==> src/rtl/alu_operand_issuer.sv <==
// Issues one ALU operation at a time: optional split operand delivery with a gap, then waits out the ALU latency and holds the result.
// Optional ALU_ISSUER_ORDER_EN: a split request may send operand B before operand A.
module alu_operand_issuer #(
  parameter int DWIDTH   = 8,
  parameter int CWIDTH   = 4,
  parameter int MUL_CMD0 = 9,
  parameter int MUL_CMD1 = 10
) (
  input  logic              clk,
  input  logic              rst,
  input  logic              req_valid,
  output logic              req_ready,
  input  logic              req_mode,
  input  logic [CWIDTH-1:0] req_cmd,
  input  logic              req_cin,
  input  logic [DWIDTH-1:0] req_opa,
  input  logic [DWIDTH-1:0] req_opb,
  input  logic              req_split,
  input  logic [3:0]        req_gap,
  input  logic              req_bfirst,
  output logic              ce,
  output logic              mode,
  output logic              cin,
  output logic [CWIDTH-1:0] cmd,
  output logic [DWIDTH-1:0] opa,
  output logic [DWIDTH-1:0] opb,
  output logic [1:0]        inp_valid,
  input  logic [DWIDTH:0]   res,
  output logic              rsp_valid,
  input  logic              rsp_ready,
  output logic [DWIDTH:0]   rsp_res
);

  typedef enum logic [2:0] {
    S_IDLE, S_FIRST, S_GAP, S_SECOND, S_WAIT, S_RESP
  } state_t;

  state_t              state_reg, state_next;
  logic [3:0]          cnt_reg, cnt_next;
  logic                alive_reg;
  logic                mode_reg, cin_reg, split_reg, bfirst_reg;
  logic [CWIDTH-1:0]   cmd_reg;
  logic [DWIDTH-1:0]   opa_reg, opb_reg;
  logic [3:0]          gap_reg;
  logic [DWIDTH:0]     rsp_res_reg;
  logic                accept, capture, is_mul, active;
  logic [1:0]          first_code, second_code;
  logic [3:0]          lat_m1;

  assign accept = req_valid && req_ready;
  assign is_mul = mode_reg && ((cmd_reg == CWIDTH'(MUL_CMD0)) || (cmd_reg == CWIDTH'(MUL_CMD1)));
  assign lat_m1 = is_mul ? 4'd2 : 4'd0;

`ifdef ALU_ISSUER_ORDER_EN
  logic unused_bfirst_tie;
  assign unused_bfirst_tie = 1'b0;
  assign first_code  = (split_reg && bfirst_reg) ? 2'b10 : 2'b01;
  assign second_code = (split_reg && bfirst_reg) ? 2'b01 : 2'b10;
`else
  logic unused_bfirst;
  assign unused_bfirst = req_bfirst ^ bfirst_reg;
  assign first_code  = 2'b01;
  assign second_code = 2'b10;
`endif

  always_ff @(posedge clk or negedge rst) begin
    if (!rst) begin
      state_reg   <= S_IDLE;
      cnt_reg     <= '0;
      alive_reg   <= 1'b0;
      mode_reg    <= 1'b0;
      cin_reg     <= 1'b0;
      split_reg   <= 1'b0;
      bfirst_reg  <= 1'b0;
      cmd_reg     <= '0;
      opa_reg     <= '0;
      opb_reg     <= '0;
      gap_reg     <= '0;
      rsp_res_reg <= '0;
    end else begin
      state_reg <= state_next;
      cnt_reg   <= cnt_next;
      alive_reg <= 1'b1;
      if (accept) begin
        mode_reg  <= req_mode;
        cin_reg   <= req_cin;
        split_reg <= req_split;
`ifdef ALU_ISSUER_ORDER_EN
        bfirst_reg <= req_bfirst;
`else
        bfirst_reg <= 1'b0;
`endif
        cmd_reg   <= req_cmd;
        opa_reg   <= req_opa;
        opb_reg   <= req_opb;
        gap_reg   <= req_gap;
      end
      if (capture) rsp_res_reg <= res;
    end
  end

  // cnt_reg counts down remaining GAP or WAIT cycles; leaving at zero.
  always_comb begin
    state_next = state_reg;
    cnt_next   = cnt_reg;
    capture    = 1'b0;
    inp_valid  = 2'b00;
    case (state_reg)
      S_IDLE: begin
        if (accept) state_next = S_FIRST;
      end
      S_FIRST: begin
        if (!split_reg) begin
          inp_valid  = 2'b11;
          state_next = S_WAIT;
          cnt_next   = lat_m1;
        end else begin
          inp_valid = first_code;
          if (gap_reg != 4'd0) begin
            state_next = S_GAP;
            cnt_next   = gap_reg - 4'd1;
          end else begin
            state_next = S_SECOND;
          end
        end
      end
      S_GAP: begin
        if (cnt_reg == 4'd0) state_next = S_SECOND;
        else                 cnt_next   = cnt_reg - 4'd1;
      end
      S_SECOND: begin
        inp_valid  = second_code;
        state_next = S_WAIT;
        cnt_next   = lat_m1;
      end
      S_WAIT: begin
        if (cnt_reg == 4'd0) begin
          capture    = 1'b1;
          state_next = S_RESP;
        end else begin
          cnt_next = cnt_reg - 4'd1;
        end
      end
      S_RESP: begin
        if (rsp_ready) state_next = S_IDLE;
      end
      default: state_next = S_IDLE;
    endcase
  end

  assign active    = (state_reg != S_IDLE);
  assign req_ready = (state_reg == S_IDLE) && alive_reg;
  assign ce        = active && (state_reg != S_RESP);
  assign rsp_valid = (state_reg == S_RESP);
  assign rsp_res   = rsp_res_reg;
  assign mode      = active ? mode_reg : 1'b0;
  assign cin       = active ? cin_reg  : 1'b0;
  assign cmd       = active ? cmd_reg  : '0;
  assign opa       = active ? opa_reg  : '0;
  assign opb       = active ? opb_reg  : '0;

endmodule
==> config.mk <==
export PLATFORM = sky130hd
export DESIGN_NAME = alu_operand_issuer
export DESIGN_NICKNAME = d
export VERILOG_FILES = /design/src/rtl/alu_operand_issuer.sv
export SDC_FILE = /design/constraint.sdc
export NUM_CORES = 1
export LEC_CHECK = 0
export CAP_MARGIN = 20
export CORE_ASPECT_RATIO = 1.2
export CORE_MARGIN = 10
export CORE_UTILIZATION = 41
export CTS_CLUSTER_SIZE = 16
export DETAILED_ROUTE_END_ITERATION = 8
export GPL_ROUTABILITY_DRIVEN = 0
export GPL_TIMING_DRIVEN = 0
export PLACE_DENSITY = 0.76
export REMOVE_ABC_BUFFERS = 1
export SYNTH_ARGS = -nofsm -noshare
export SYNTH_HDL_FRONTEND = slang
export SYNTH_SLANG_ARGS = --single-unit
==> constraint.sdc <==
create_clock -name clk -period 1.5 [get_ports clk]
set_input_delay 0.15 -clock clk [delete_from_list [all_inputs] [get_ports clk]]
set_output_delay 0.15 -clock clk [all_outputs]
set_load 0.02 [all_outputs]
# After elaboration in Yosys (flattened, before gate mapping)
# Index checks and enable logic that the tools add are counted.
# W data, S select, Z words.
[op_classes]
n_addsub = 2
multipliers = 0
div = 0
magnitude_cmp = 0
eq_ne = 14
n_shift = 0
mux = 21
n_bitwise = 0
reduce_logical = 13
[ops]
columns = ["op", "n"]
rows = [
  ["$pmux W3 S6", 1],
  ["$mux W4", 4],
  ["$mux W8", 2],
  ["$mux W3", 5],
  ["$pmux W4 S3", 1],
  ["$eq A4 B4 Y1 const B", 2],
  ["$ne A2 B2 Y1 const B", 4],
  ["$sub A4 B1 Y4 const B", 2],
  ["$eq A3 B2 Y1 const B", 2],
  ["$eq A3 B3 Y1 const B", 2],
  ["$ne A3 B3 Y1 const B", 2],
  ["$reduce_bool A3 Y1", 2],
  ["$mux W1", 5],
  ["$logic_and A1 B1 Y1", 4],
  ["$logic_not A4 Y1", 1],
  ["$mux W2", 2],
  ["$pmux W2 S2", 1],
  ["$reduce_and A4 Y1", 1],
  ["$reduce_bool A4 Y1", 1],
  ["$eq A3 B1 Y1 const B", 1],
  ["$logic_not A3 Y1", 1],
  ["$reduce_and A3 Y1", 1],
  ["$ne A2 B1 Y1 const B", 1],
  ["$reduce_or A2 Y1", 1],
  ["$logic_or A1 B1 Y1", 1],
]
[totals]
reg_bits = 44
latch_bits = 0
ram_bits = 0
rom_bits = 0
in_bits = 41
out_inout_bits = 36
elab_cells = 61
memories = 0

# Depth between registers and ports, before layout
# Gate-level depths: netlist (run 1).
[logic_depth]
ltp_word = 6
ltp_mapped = 6

# Worst setup path after synthesis (run 1)
# No wires, ideal clock.
[synth_path]
path_kind = "reg-to-reg"
from = "register cnt_reg[0]"
to = "register cnt_reg[0]"
setup_time_ns = 0.128
t_arrival_ns = 1.479
required_time_ns = 1.372
path_slack_ns = -0.106
path_stages_with_launch = 7
path_cell_list = "dfrtp_1 > inv_1 > ha_1 > nor3b_1 > o21bai_1 > nand2_1 > mux2_1"
[synth_via]
elab_chain_len = 3
[synth_rtl]
columns = ["element", "line", "rtl"]
rows = [
  ["start: declaration", "39", "logic [3:0] cnt_reg, cnt_next;"],
  ["start signal: assignment", "82", "cnt_reg <= cnt_next;"],
  ["$sub A4 B1 Y4 or $logic_not A4 Y1 (tied branches)", "n/a", ""],
  ["$mux W4 or $ne A2 B2 Y1 (tied branches)", "n/a", ""],
  ["$pmux W4 S3 or $reduce_and A3 Y1 (tied branches)", "n/a", ""],
]
# Parallel ways exist; a longest one is shown, timed or not. The select of a mux whose other input is x is not followed.
# A chain may end at the register's enable or synchronous reset.

# Worst setup path after layout (run 1)
[layout_path]
from = "register state_reg[0]"
to = "register opa_reg[3]"
[layout_via]
elab_chain_len = 3
[layout_rtl]
columns = ["element", "line", "rtl"]
rows = [
  ["start: declaration", "38", "state_t state_reg, state_next;"],
  ["start signal: assignment", "81", "state_reg <= state_next;"],
  ["$logic_not A3 Y1", "152", "assign req_ready = (state_reg == S_IDLE) && alive_reg;"],
  ["$logic_and A1 B1 Y1", "152", ""],
  ["$logic_and A1 B1 Y1", "50", "assign accept = req_valid && req_ready;"],
  ["end signal: assignment", "94", "opa_reg <= req_opa;"],
  ["end: declaration", "43", "logic [DWIDTH-1:0] opa_reg, opb_reg;"],
]
# Every way passes these cells.

==> run_results.csv, run 1 <==
group,metric,value,unit
detailed_routing,wl,5992,um
sta,clock.fmax,0.5763,GHz
global_route,grt_usage,13.85,%
logic_synthesis,synth_area_leaders,"dfrtp_1 (49%), mux2_4 (13%), mux2_2 (8.6%)",
final_layout,final_util,66.04,%
worst_hold_path,worstHoldPathType,"input port to asynchronous set/reset pin",
logic_synthesis,synth_xor_area_share,1.568,%
logic_synthesis,synth-seq-cells,44,
cts,cts_root_buf,"clkbuf_8",
detailed_routing,drc,0,
global_route,first_global_vias,1864,
pwr,peakVddDrop,1.276,mV
logic_synthesis,yosysMostFrequentCell,"dfrtp_1",
logic_synthesis,synth-compound-area-share,5.767,%
logic_synthesis,synthTopCellsByCount,"dfrtp_1 (44), mux2_4 (19), nor2b_1 (19), mux2_2 (17), nor2_1 (7)",
worst_setup_path,arrival,1.91,ns
die,fp.dieArea,8816,sq um
logic_synthesis,synthSimpleGateAreaFrac,14.78,%
worst_setup_path,crit_fanout,14,
placed_design,port_buffers,75,
final_layout,largest_register_ffs,9,
sta,slew_viol_final,0,
die,dieWidth,87.40,um
logic_synthesis,synthMuxAreaShare,22.28,%
sta,finClkSkew,0.008892,ns
cts,cts_tree,"built",
logic_synthesis,syn_area_per_cell,13.07,sq um
logic_synthesis,synth_cell_types,42,
cts,cts_buffer_depth,2,
worst_setup_path,critPathLaunchType,"flop",
global_route,grt_max_degree,31,
logic_synthesis,yosys_warnings,0,
die,num_rows,29,
logic_synthesis,synth.largest_area_cell,"dfrtp_1",
final_layout,num-fill-cells,427,
logic_synthesis,synth_fa_ha_area_share,1.680,%
die,core_area,5298,sq um
placed_design,pre_cts_ws,-0.9117,ns
cts,htree_levels,2,
global_route,grt_pass1_wl,9653,um
logic_synthesis,synth_top_family_by_area,"multiplexers",
outcome,status,"finished with violations",
detailed_routing,drtIter0Drc,61,
cts,cts.sinks,44,
worst_setup_path,reg2reg_slack,-0.24,ns
cts,clk_latency,0.30,ns
detailed_routing,wl_per_cell,17.62,um
sta,period_share,115.7,%
final_layout,syn2layout_area_growth,56.55,%
logic_synthesis,yosysSeqAreaShare,49.27,%
detailed_routing,routed_via_density,4.991,
sta,finalHoldViolCount,0,
detailed_routing,ant_nets,0,
worst_setup_path,worst-setup-path-type,"flop to flop",
logic_synthesis,ys.flop_type,"dfrtp_1",
global_route,antenna_found_initial,0,
sta,rsz0062_at_grt,"yes",
worst_setup_path,crit_path_end_kind,"flop",
placed_design,placedCellCount,302,
sta,fin_crit,1.735,ns
pwr,leakagePower,1.589,nW
sta,setup_viol,66,
die,pin_count,77,
final_layout,fin_nets,321,
pwr,pwr_density_cell,2528,nW/um^2
sta,fin_ws,-0.2351,ns
global_route,grt-ovfl-total,0,
outcome,violations,"negative setup slack",
placed_design,hpwl,3792,um
flow_run,maxCapViolations,0,
detailed_routing,vias,1697,
logic_synthesis,synth_edf_count,0,
final_layout,fin_cells,340,
detailed_routing,dr.pass1.iters,4,
worst_setup_path,crit_required,1.68,ns
cts,clk_pin_slew,0.09,ns
cts,numCtsBuffers,5,
final_layout,drive_above_1_share,45.32,%
logic_synthesis,synth_top_cell_area_share,49.27,%
logic_synthesis,syn_area,2235,sq um
die,die_y,100.9,um
logic_synthesis,synth_cells,171,
die,start_util,42.18,%
final_layout,antenna_cells,0,
logic_synthesis,synthArstFlopShare,100.0,%
==> routing by layer <==
metal	vias up	global-route usage, %	part of all wire, %
met5	-	0	0
met1	835	14.86	36
met3	11	5.906	8.4
li1	805	-	-
met2	46	23.88	53
met4	0	4.177	2.2
==> path summary, 6_finish.rpt <==
check                        startpoint          to  depth (start not counted)
max in group asynchronous           rst  opa_reg[2]                          3
hold / removal                      rst  rsp_res[0]                          2
hold reg to reg              opa_reg[1]  opa_reg[1]                          1
setup / recovery           state_reg[0]  opa_reg[3]                          5
min in group clk              req_split   split_reg                          2
setup reg to reg           state_reg[0]  opa_reg[3]                          5
==> stage by stage <==
step / cell area [sq um] / TNS (ns) / hold WS [ns] / total power, W
floorplan: 2157 / -11.81 / -0.1456 / 0.004903
global placement: 2985 / -82.66 / 0.4786 / 0.006557
detailed placement: 3000 / -42.50 / 0.08959 / 0.006655
CTS: 3390 / -9.048 / 0.3120 / 0.008491
global route: 3498 / -14.44 / 0.3437 / 0.009383
finish: 3498 / -10.57 / 0.3000 / 0.008843
==> cells by family after synthesis <==
kind of cell | count (synthesis)
other | 1
adder cells (fa/ha/maj) | 3
flip-flops | 44
AO/OA/AOI/OAI | 17
AND/OR/NAND/NOR | 51
multiplexers | 38
XOR/XNOR | 4
buffers and inverters | 13
==> cells in the final DEF, fill, tap and decap left out, types with 3 or more instances in the layout <==
cell type,n
clkdlybuf4s50_1,47
nor3_1,4
buf_2,5
dfrtp_2,3
ha_1,3
buf_4,26
clkbuf_8,5
nor2b_4,3
inv_1,6
clkdlybuf4s15_2,3
and2b_1,4
dfrtp_1,41
mux2_4,20
nand2_8,3
nor2b_1,17
nor2_1,3
mux2_2,17
buf_6,21
xnor2_1,4
==> final cells by class <==
class,instances,area (sq um),share of cell area (%)
Clock buffer,5,68.82,1.967
Clock inverter,3,42.54,1.216
Inverter,6,22.52,0.6438
Multi-Input combinational cell,116,1191,34.05
Sequential cell,44,1105,31.58
Tap cell,62,77.57,2.217
Timing Repair Buffer,104,991.0,28.33
==> critical path, cell delays in order (launching register included) <==
cell,delay [ns]
dfrtp_2,0.45
nor3_4,0.30
buf_4,0.17
and2_4,0.22
nand2_8,0.14
mux2_4,0.34
==> repair_timing <==
| action | CTS | global route |
|---|---|---|
| pin swaps | 12 | 2 |
| buffers inserted | 23 | 4 |
| hold buffers | 1 | 0 |
| endpoints found under the hold margin | 14 | 0 |
| resized for setup | 153 | 24 |
| cloned | 2 | 0 |
| setup endpoints to repair | 68 | 68 |
==> power by group <==
part	switching [W]	total, W	internal (W)
registers	0.000436	0.00222	0.00178
logic	0.00257	0.00571	0.00314
clock network	0.000422	0.000915	0.000493
(Power assumes the default switching activity.)
==> inputs of run 2 (changes only) <==
- CORE_UTILIZATION: 41 -> 30
- PLACE_DENSITY: 0.76 -> default
==> run 2 against run 1 <==
The flow still finishes with violations (negative setup slack). Core utilization decreased by 18 points. Routed wire length decreased by 3.1%. Total power decreased by 3.6%. Cell area decreased by 0.86%. Sequential cell count unchanged. Sequential power about the same. Non-clock buffer count unchanged. Count of clock-buffer cells in the layout unchanged. Sequential share of layout area increased by 0.27 points. Global-route usage decreased by 3.7 points. Die area increased by 28%.
==> run_results.csv, run 2 (synthesized netlist as in run 1, its figures left out) <==
group,metric,value,unit
worst_setup_path,reg2reg_from,"state_reg[0]",
placed_design,hpwl,3796,um
pwr,peakVddDrop,1.041,mV
worst_setup_path,rr_endpoint,"cnt_reg[0]",
pwr,leakagePower,1.579,nW
cts,clk_pin_slew,0.09,ns
sta,clock.fmax,0.5753,GHz
worst_setup_path,crit_fanout,4,
worst_setup_path,path_cells,"buf_4, buf_4, nor3b_4, nand3b_1, o22ai_1, mux2_1",
worst_setup_path,worst-setup-path-type,"flop to flop",
worst_setup_path,crit_required,1.69,ns
final_layout,final_util,47.68,%
detailed_routing,routed_via_density,4.599,
final_layout,multi_input_area,1171,sq um
flow_run,maxCapViolations,0,
worst_setup_path,critPathLaunchType,"flop",
die,fp.dieArea,11320,sq um
sta,period_share,115.9,%
global_route,first_global_vias,1810,
worst_setup_path,cp_slowest_cell,"dfrtp_2",
final_layout,layout_common_cells,"clkdlybuf4s50_1 (47), dfrtp_1 (41), buf_4 (36)",
cts,cts.sinks,44,
worst_setup_path,cpMostUsedCell,"buf_4",
cts,cts_tree,"built",
die,start_util,30.72,%
final_layout,largest_register_ffs,9,
sta,rsz0062_at_grt,"yes",
detailed_routing,drc,0,
outcome,status,"finished with violations",
sta,setup_viol,65,
sta,finalHoldViolCount,0,
detailed_routing,vias,1688,
detailed_routing,wl,5806,um
final_layout,num-fill-cells,671,
cts,htree_levels,2,
worst_setup_path,arrival,1.92,ns
placed_design,placedCellCount,330,
cts,numCtsBuffers,5,
global_route,grt_max_degree,29,
detailed_routing,dr.pass1.iters,3,
cts,cts_root_buf,"clkbuf_8",
outcome,violations,"negative setup slack",
global_route,grt_pass1_wl,9308,um
final_layout,seq_area,1105,sq um
worst_setup_path,cpPeakStageDelay,0.44,ns
sta,slew_viol_final,0,
worst_hold_path,worstHoldPathType,"input port to asynchronous set/reset pin",
worst_setup_path,reg2reg_slack,-0.24,ns
final_layout,fin_cells,367,
die,die_y,114.5,um
sta,finClkSkew,0.01244,ns
final_layout,syn2layout_area_growth,55.21,%
pwr,pwr_density_cell,2459,nW/um^2
final_layout,drive_above_1_share,43.68,%
sta,fin_hold_ws,0.3240,ns
worst_setup_path,ff2ff_path_depth,6,
detailed_routing,wl_per_cell,15.82,um
sta,fin_crit,1.738,ns
worst_setup_path,crit_path_end_kind,"flop",
final_layout,final_common_cell,"clkdlybuf4s50_1",
placed_design,pre_cts_ws,-0.9128,ns
die,dieWidth,98.79,um
die,num_rows,34,
die,core_area,7274,sq um
placed_design,port_buffers,75,
detailed_routing,ant_nets,0,
global_route,grt-ovfl-total,0,
final_layout,antenna_cells,0,
cts,clk_latency,0.30,ns
global_route,grt_usage,10.18,%
final_layout,fin_nets,321,
die,pin_count,77,
cts,cts_buffer_depth,2,
sta,fin_ws,-0.2381,ns
detailed_routing,drtIter0Drc,36,
global_route,antenna_found_initial,0,
==> run 2: cell count changes in the layout (fill, tap and decap cells not counted), moves of 2 or more <==
| cell | change |
|---|---|
| clkdlybuf4s15_2 | -3 |
| buf_6 | -9 |
| nor2_1 | +2 |
| buf_4 | +10 |
==> run 2: worst max-delay path, delay by kind of cell (launching register included) <==
kind            cells  cell delay (ns)
compound gates      1             0.08
buf+inv             2             0.30
flops               1             0.44
mux                 1             0.29
simple gates        2             0.52
==> run 2: worst max-delay path by stage <==
stage                     slack, ns    endpoint         start  cells after the start
after floorplan               -0.43     cin_reg  state_reg[0]                      4
after global placement        -1.07  rsp_res[1]           rst                      1
after detailed placement      -0.91   req_ready  state_reg[0]                      3
after CTS                     -0.24   split_reg  state_reg[0]                      5
after global routing          -0.31   split_reg  state_reg[2]                      5
final                         -0.24  cnt_reg[0]  state_reg[0]                      6
==> run 2: where the power goes <==
part | switching [W] | internal [W] | leakage (nW) | total [W]
logic | 0.00251 | 0.00312 | 1.02 | 0.00563
registers | 0.000405 | 0.00178 | 0.521 | 0.00219
clock network | 0.000393 | 0.000316 | 0.0400 | 0.000709
==> run 2: final cells by class <==
| cell class | instances | share of cell area, % |
|---|---|---|
| clock buffers | 5 | 1.984 |
| inverters | 6 | 0.6493 |
| clock inverters | 2 | 0.3607 |
| flip-flops and latches | 44 | 31.85 |
| repair buffers | 104 | 28.14 |
| well taps | 90 | 3.247 |
| multi-input cells | 116 | 33.77 |
==> run 2: metrics by stage <==
stage | instance area (sq um) | TNS, ns | power [W]
finish | 3468 | -11.75 | 0.008528
CTS | 3349 | -10.24 | 0.008162
detailed placement | 3035 | -42.77 | 0.006653
global route | 3468 | -16.43 | 0.009128
global placement | 3020 | -88.44 | 0.006604
floorplan | 2157 | -11.81 | 0.004903
==> run 2: per-layer routing <==
layer  wire length, um  share of wire [%]  up-vias  track usage (%)
met4                76                1.3        0            3.349
met5                 0                  0        -                0
met1              2352                 41      828            11.15
met3               478                8.2        8            4.589
met2              2899                 50       48            17.09
li1                  -                  -      804                -
==> run 2: repair_timing <==
item,in CTS,in global routing
hold buffers,1,0
pin swaps,8,5
hold endpoints to repair,16,0
gates cloned,2,1
setup endpoints to repair,68,68
setup buffers,23,3
gates resized for setup,145,24
